## config.mk

```make
export PLATFORM = sky130hd
export DESIGN_NAME = conv_line_feeder_flat
export DESIGN_NICKNAME = d
export VERILOG_FILES = /design/src/rtl/conv_line_feeder_if.sv /design/src/rtl/conv_line_feeder.sv /design/src/flat_wrapper.sv
export SDC_FILE = /design/constraint.sdc
export NUM_CORES = 2
export LEC_CHECK = 0
export ABC_AREA = 1
export BUFFER_PORTS_ARGS = -buffer_cell sky130_fd_sc_hd__buf_4
export CORE_ASPECT_RATIO = 0.6
export CORE_MARGIN = 2
export CORE_UTILIZATION = 45
export DETAILED_ROUTE_END_ITERATION = 7
export HOLD_SLACK_MARGIN = 0.06
export PLACE_DENSITY = 0.68
export SKIP_LAST_GASP = 1
export SYNTH_ARGS = -nofsm -noshare
export SYNTH_HDL_FRONTEND = slang
export SYNTH_SLANG_ARGS = --single-unit
```

## constraint.sdc

```tcl
create_clock -name clk -period 16 [get_ports clk]
set_input_delay 0.8 -clock clk [delete_from_list [all_inputs] [get_ports clk]]
set_output_delay 0.8 -clock clk [all_outputs]
set_load 0.1 [all_outputs]
```

## src/rtl/conv_line_feeder_if.sv

```systemverilog
// Handshake bundle between a pixel source, the line feeder and the conv stage.
// Carries the input pixel handshake, the output column handshake and framing flags.
interface conv_line_feeder_if #(
  parameter int BIT_WIDTH = 8
);
  logic [6*BIT_WIDTH-1:0]  in_pix;
  logic                    in_valid;
  logic                    in_ready;
  logic [30*BIT_WIDTH-1:0] out_col;
  logic                    out_valid;
  logic                    out_ready;
  logic                    col_first;
  logic                    win_valid;
  logic                    frame_done;

  modport master (
    output in_pix, in_valid, out_ready,
    input  in_ready, out_col, out_valid,
    input  col_first, win_valid, frame_done
  );

  modport slave (
    input  in_pix, in_valid, out_ready,
    output in_ready, out_col, out_valid,
    output col_first, win_valid, frame_done
  );
endinterface

```

## src/rtl/conv_line_feeder.sv

```systemverilog
// Line feeder for the 5x5x6 conv: keeps 4 rows per channel, emits 5-pixel columns.
// Ports: clk, rst (async high), bus (slave side), frame_cnt when FEEDER_FRAME_CNT_EN.
module conv_line_feeder #(
  parameter int BIT_WIDTH = 8,
  parameter int IMG_W     = 14,
  parameter int IMG_H     = 14
) (
  input  logic clk,
  input  logic rst,
  conv_line_feeder_if.slave bus
`ifdef FEEDER_FRAME_CNT_EN
  ,
  output logic [15:0] frame_cnt
`endif
);
  localparam int NCH = 6;
  localparam int NLB = 4;
  localparam int CW  = $clog2(IMG_W);
  localparam int RW  = $clog2(IMG_H);

  typedef enum logic {FILL, STREAM} state_t;

  state_t                  state, state_nxt;
  logic [CW-1:0]           col;
  logic [RW-1:0]           row;
  logic                    acc, emit, load;
  logic                    row_end, frame_end;
  logic                    last_q;
  logic [30*BIT_WIDTH-1:0] col_nxt;
  logic [BIT_WIDTH-1:0]    lb [NCH][NLB][IMG_W];

  assign emit      = bus.out_valid & bus.out_ready;
  assign bus.in_ready = !rst & (!bus.out_valid | bus.out_ready);
  assign acc       = bus.in_valid & bus.in_ready;
  assign row_end   = col == CW'(IMG_W - 1);
  assign frame_end = row_end & (row == RW'(IMG_H - 1));

  always_ff @(posedge clk or posedge rst) begin
    if (rst) state <= FILL;
    else     state <= state_nxt;
  end

  always_comb begin
    state_nxt = state;
    unique case (state)
      FILL:
        if (acc && row_end && row == RW'(NLB - 1))
          state_nxt = STREAM;
      STREAM:
        if (acc && frame_end)
          state_nxt = FILL;
    endcase
  end

  always_comb begin
    load = acc & (state == STREAM);
  end

  always_ff @(posedge clk or posedge rst) begin
    if (rst) begin
      col <= '0;
      row <= '0;
    end else if (acc) begin
      if (row_end) begin
        col <= '0;
        row <= frame_end ? '0 : row + 1'b1;
      end else begin
        col <= col + 1'b1;
      end
    end
  end

  // lb0 holds the oldest row; each accept pushes the column up by one row.
  always_ff @(posedge clk) begin
    if (acc) begin
      for (int k = 0; k < NCH; k++) begin
        lb[k][0][col] <= lb[k][1][col];
        lb[k][1][col] <= lb[k][2][col];
        lb[k][2][col] <= lb[k][3][col];
        lb[k][3][col] <= bus.in_pix[BIT_WIDTH*k +: BIT_WIDTH];
      end
    end
  end

  always_comb begin
    col_nxt = '0;
    for (int k = 0; k < NCH; k++) begin
      for (int j = 0; j < NLB; j++)
        col_nxt[BIT_WIDTH*(5*k+j) +: BIT_WIDTH] = lb[k][j][col];
      col_nxt[BIT_WIDTH*(5*k+4) +: BIT_WIDTH] =
        bus.in_pix[BIT_WIDTH*k +: BIT_WIDTH];
    end
  end

  // last_q tags the held column as the frame's final one so that
  // frame_done fires on its emit, however long downstream stalls.
  always_ff @(posedge clk or posedge rst) begin
    if (rst) begin
      bus.out_col    <= '0;
      bus.out_valid  <= 1'b0;
      bus.col_first  <= 1'b0;
      bus.win_valid  <= 1'b0;
      bus.frame_done <= 1'b0;
      last_q         <= 1'b0;
    end else begin
      bus.frame_done <= emit & last_q;
      if (load) begin
        bus.out_col   <= col_nxt;
        bus.out_valid <= 1'b1;
        bus.col_first <= col == '0;
        bus.win_valid <= col >= CW'(4);
        last_q        <= frame_end;
      end else if (emit) begin
        bus.out_valid <= 1'b0;
      end
    end
  end

`ifdef FEEDER_FRAME_CNT_EN
  always_ff @(posedge clk or posedge rst) begin
    if (rst)                 frame_cnt <= '0;
    else if (bus.frame_done) frame_cnt <= frame_cnt + 16'd1;
  end
`endif

endmodule

```

## src/flat_wrapper.sv

```systemverilog
// flat-port wrapper written by rule: the top's interface ports become plain ports
module conv_line_feeder_flat 
#(
  parameter int BIT_WIDTH = 8,
  parameter int IMG_W     = 14,
  parameter int IMG_H     = 14
)
  (clk, rst, bus_in_pix, bus_in_valid, bus_out_ready, bus_in_ready, bus_out_col, bus_out_valid, bus_col_first, bus_win_valid, bus_frame_done);
  conv_line_feeder_if #(.BIT_WIDTH(BIT_WIDTH)) bus_i ();
  input  logic clk;
  input  logic rst;
  input wire logic [$bits(bus_i.in_pix)-1:0] bus_in_pix;
  input wire logic [$bits(bus_i.in_valid)-1:0] bus_in_valid;
  input wire logic [$bits(bus_i.out_ready)-1:0] bus_out_ready;
  output wire logic [$bits(bus_i.in_ready)-1:0] bus_in_ready;
  output wire logic [$bits(bus_i.out_col)-1:0] bus_out_col;
  output wire logic [$bits(bus_i.out_valid)-1:0] bus_out_valid;
  output wire logic [$bits(bus_i.col_first)-1:0] bus_col_first;
  output wire logic [$bits(bus_i.win_valid)-1:0] bus_win_valid;
  output wire logic [$bits(bus_i.frame_done)-1:0] bus_frame_done;
  assign bus_i.in_pix = bus_in_pix;
  assign bus_i.in_valid = bus_in_valid;
  assign bus_i.out_ready = bus_out_ready;
  assign bus_in_ready = bus_i.in_ready;
  assign bus_out_col = bus_i.out_col;
  assign bus_out_valid = bus_i.out_valid;
  assign bus_col_first = bus_i.col_first;
  assign bus_win_valid = bus_i.win_valid;
  assign bus_frame_done = bus_i.frame_done;
  conv_line_feeder #(.BIT_WIDTH(BIT_WIDTH), .IMG_W(IMG_W), .IMG_H(IMG_H)) u_core (.clk(clk), .rst(rst), .bus(bus_i));
endmodule
```

* Word level (Yosys, flattened, before mapping)
Memories as Yosys holds them, arrays and structs flattened.
Index checks and enable logic that the tools add are counted.
** Word-level totals
- Register bits after elaboration :: 254
- Bits in writable memories :: 2688
- Bits of input ports :: 52
- Output and inout port bits :: 245
- Memories :: 1
** Memories
- u_core.lb :: words 6, bits a word 448, read ports 6, clocked after Yosys merged registers in 0, write ports 6, RTL line conv_line_feeder.sv:30 : logic [BIT_WIDTH-1:0] lb [NCH][NLB][IMG_W];
** Operators by class
- $add $sub $neg :: 2
- Order comparisons :: 3
- Eq/ne operators :: 3
- Muxes and demuxes :: 83
- Bitwise logic cells :: 9
- Reduce and logical (&&, ||, !) cells :: 9
** Operator list (number)
- 8-bit binary-select mux with 4-bit select :: 24
- 8-bit 2-to-1 mux :: 49
- 112-bit 2-to-1 mux :: 1
- 8-bit demux with 4-bit select :: 1
- 4-bit by 1-bit adder with 4-bit output (second input constant) :: 2
- 4-bit equality test (second input constant) :: 2
- 4-bit 2-to-1 mux :: 2
- 1-bit bitwise AND :: 6
- 5-bit >= comparator (second input constant) :: 1
- 5-bit by 1-bit less-than comparator with 1-bit output (second input constant) :: 1
- 1-bit 2-to-1 mux :: 5
- 4-bit inverter with 5-bit output :: 1
- 4-bit by 2-bit equality test with 1-bit output (second input constant) :: 1
- 4-bit by 3-bit >= comparator with 1-bit output (second input constant) :: 1
- 1-bit logical AND :: 4
- 4-bit logical NOT :: 1
- 1-bit logical NOT :: 2
- 1-bit one-hot mux with 2 select lines :: 1
- 2-bit AND reduction :: 1
- 2-bit nonzero test :: 1
- 1-bit inverter :: 1
- 1-bit OR :: 1

* Depth between registers and ports, before layout
- Word-level depth :: 8
- Mapped depth :: 13
- Gate-level depth less buffers :: 9

* Worst setup path after synthesis
Ideal clock, no wire load.
- Path kind :: register to register
- Start :: reg u_core.bus.out_valid
- End :: mem u_core.lb[0][168] (netlist name), enable pin
- Arrival time :: 15868 ps
- Data required time :: 15019 ps
- Path slack :: -849 ps
- Cell stages (with the launch flop) :: 6
- Clock period less this slack :: 16849 ps
- Path through :: dfrtp_1 > inv_1 > nor2_2 > nor2_1 > nand2_1 > nor3_1
** RTL lines
- start, declared :: RTL line conv_line_feeder_if.sv:24 : output in_ready, out_col, out_valid,
- start signal, assigned :: RTL line conv_line_feeder.sv:100 : bus.out_valid <= 1'b0;
- start signal, assigned :: RTL line conv_line_feeder.sv:109 : bus.out_valid <= 1'b1;
- start signal, assigned :: RTL line conv_line_feeder.sv:114 : bus.out_valid <= 1'b0;
- end, declared :: RTL line conv_line_feeder.sv:30

==> results.ini <==
[run_status]
status = complete, no violations

[yosys]
post_synth_xor_area_fraction_pct = 0.0221
synth_compound_area_share_pct = 0.675
synth-main-ff-cell = edfxtp_1
ys_top_cells_by_area = edfxtp_1, nand2_1, dfrtp_1
synthMuxAreaShare_pct = 0
syn_nets = 11000
yosys_warnings = 0
yosys.area.top_type_share_pct = 67.8
synth-adder-area-share_pct = 0.0210
synth_cell_types = 29
avgSynthCellArea_um2 = 10.9
ys_async_sr_fraction_pct = 8.63
syn_area_um2 = 119000
synth_commonest_cells = nand2_1, edfxtp_1, nand3_1
synth_cells = 10900
yosysMostFrequentCell = nand2_1
yosysSeqAreaShare_pct = 73.2
yosysTopAreaCell = edfxtp_1
yosys.area_share.simple_pct = 23.3
synth_edf_count = 2688
ys_ff_latch = 2942
synth_top_family_by_area = simple AND/OR/NAND/NOR gates

[global_routing]
grt_max_degree = 207
first_global_vias = 76500
grt_pass1_wl_um = 491000
gr-total-overflow = 0
antenna_found_initial = 6
grt_util_all_layers_pct = 24.3

[cells_and_area]
nNetsFinal = 11100
fin_cells = 14800
multi_input_area_um2 = 28700
drive_above_1_share_pct = 7.76
area_growth_pct = 12.0
final_area_um2 = 133000
ff_latch_area_um2 = 87100
fill_cells = 22500

[timing]
relSlewSlack_pct = 9.76
period_share_pct = 36.2
setup_tns_ns = 0
hold_violations = 0
grt_setup_unrepaired = no
fin_crit_ns = 5.80
final_max_slew_viol_count = 0
final.setup.worst_slack_ns = 10.20
max_freq_mhz = 172
fin_worst_skew_ns = 0.0634
tightest_slew_ns = 1.35
setup_viol = 0

[floorplanning]
start_util_pct = 45.2
dieHeight_um = 402
dieArea_um2 = 269000
die_w_um = 668
fp-row-count = 146
pin_count = 297
core_area_um2 = 263000

[pwr]
power_frac_clock_pct = 23.5
comb_power_share_pct = 36.3
p_sw_uw = 11400
powerDensity_nw_per_um2 = 209
power.internal_uw = 16500
leakage_uw = 0.0548
pwr-share-seq_pct = 40.2
peakVddDrop_v = 0.000226
swShare_pct = 40.9

[route]
postRouteWirelength_um = 332000
avgRoutedWirePerCell_um = 22.4
via_per_inst = 5.38
drc = 0
ant_nets = 0
vias = 79800
detail_route.first_pass.iterations = 6
drtIter0Drc = 9656

[setup_path]
cp-end-kind = register
arrival_ns = 6.24
crit_type = reg2reg
worst-endpoint-required_ns = 16.44
critical_path.max_fanout = 58
r2r_cells = 6
critPathLaunchType = register

[cts]
clock_path_buffers = 4
cts-htree-levels = 5
cts_root_buffer = clkbuf_16
worst_skew_pair.late_latency_ns = 0.86
cts.clk_slew.worst_paths_ns = 0.07
cts_tree = built
cts_buffers = 281
cts_sinks = 2942
cts_resized = 0

[min_path]
min_path_cells = 2
hp-class = in2reg

[placed_design]
routabilityCongestion = 0.795
io_buffer_count = 296
place_ws_ns = 10.32
dp_hpwl_um = 161000
dpl-instance-area_um2 = 124000
dp.cells = 14300

[run]
maxCapViolCount = 0

cells in the final DEF (no fill, tap or decap), drive strengths merged:
| cell | netlist | layout |
|---|---|---|
| o31ai | 1 | 1 |
| nand2 | 6262 | 6262 |
| bufinv | 0 | 16 |
| nand4 | 240 | 240 |
| nor3 | 7 | 7 |
| nand3 | 336 | 336 |
| or2 | 48 | 48 |
| o21ai | 154 | 154 |
| ha | 2 | 2 |
| a21boi | 1 | 1 |
| nor2 | 166 | 166 |
| dfrtp | 254 | 254 |
| clkinvlp | 0 | 7 |
| edfxtp | 2688 | 2688 |
| o21a | 1 | 1 |
| clkinv | 0 | 86 |
| buf | 365 | 403 |
| dlygate4sd3 | 0 | 1 |
| xor2 | 3 | 3 |
| inv | 212 | 229 |
| a21oi | 2 | 2 |
| diode | 0 | 4 |
| clkbuf | 180 | 380 |
metrics by stage:
step	hold WS (ns)	util (%)	total power, µW
detailed placement	0.466	47.2	21300
floorplan	0.457	-	18100
CTS	0.124	50.6	27900
finish	0.177	50.6	27900
global placement	0.463	47.2	21100
global route	0.150	50.6	29100
metal layers:
layer / up-vias / track usage (%) / wire length [µm]
li1: 36400 / - / -
met2: 3982 / 39.5 / 155000
met4: 2 / 6.22 / 8000
met1: 38900 / 34.4 / 139000
met5: - / 0 / 11
met3: 554 / 3.48 / 30200
worst paths after layout:
kind | startpoint | end | slack, ns
max | u_core.col[0] | u_core.lb[1][660] | 10.20
min | bus_out_ready | u_core.bus.out_valid | 0.18
max reg2reg | u_core.col[0] | u_core.lb[1][660] | 10.20
min reg2reg | u_core.bus.out_col[77] | u_core.bus.out_col[77] | 0.48
max in group asynchronous | rst | u_core.bus.out_col[153] | 13.23
min in group asynchronous | rst | u_core.bus.out_col[53] | 0.66
timing repair:
item | CTS | global route
setup buffers | 0 | 0
endpoints found under the hold margin | 18 | 0
hold buffers | 1 | 0
cell families (layout without fill, tap and decap cells):
logic type | count (synthesis) | in the layout
AOI/OAI and AO/OA | 159 | 159
xor gates and xnor gates | 3 | 3
adders and majority gates | 2 | 2
other | 0 | 4
DFF | 2942 | 2942
and+or+nand+nor | 7059 | 7059
buffers and inverters | 757 | 1122
power by group through the flow:
stage / Combinational [µW] / Sequential (µW) / Clock, µW
after floorplan: 5210 / 12900 / 0
after global placement: 9770 / 11300 / 0
after detailed placement: 9980 / 11300 / 0
after CTS: 10000 / 11200 / 6640
after global routing: 10900 / 11200 / 6930
final: 10100 / 11200 / 6550
layout make-up:
class	instances	area share (%)
clock buffers	380	5.79
repair buffers	404	2.52
multi-input cells	7223	21.5
clock inverters	126	0.869
flip-flops and latches	2942	65.3
well taps	3552	3.33
diodes	4	0.00751
inverters	212	0.651
worst max-delay path: stages (launching register included):
cell and delay, ns:
dfrtp_4 0.98, buf_4 0.83, nand2_2 0.32, nor2_4 0.62
buf_4 0.78, buf_4 0.83, buf_4 0.87
flip-flops by register name (all words and copies together) (netlist names):
| register | count |
|---|---|
| u_core.bus.out_valid | 1 |
| u_core.bus.col_first | 1 |
| u_core.state | 1 |
| u_core.bus.frame_done | 1 |
| u_core.bus.win_valid | 1 |
| u_core.row | 4 |
| u_core.last_q | 1 |
| u_core.bus.out_col | 240 |
| u_core.lb | 2688 |
| u_core.col | 4 |
No activity file was read; power rests on OpenSTA's default activity.
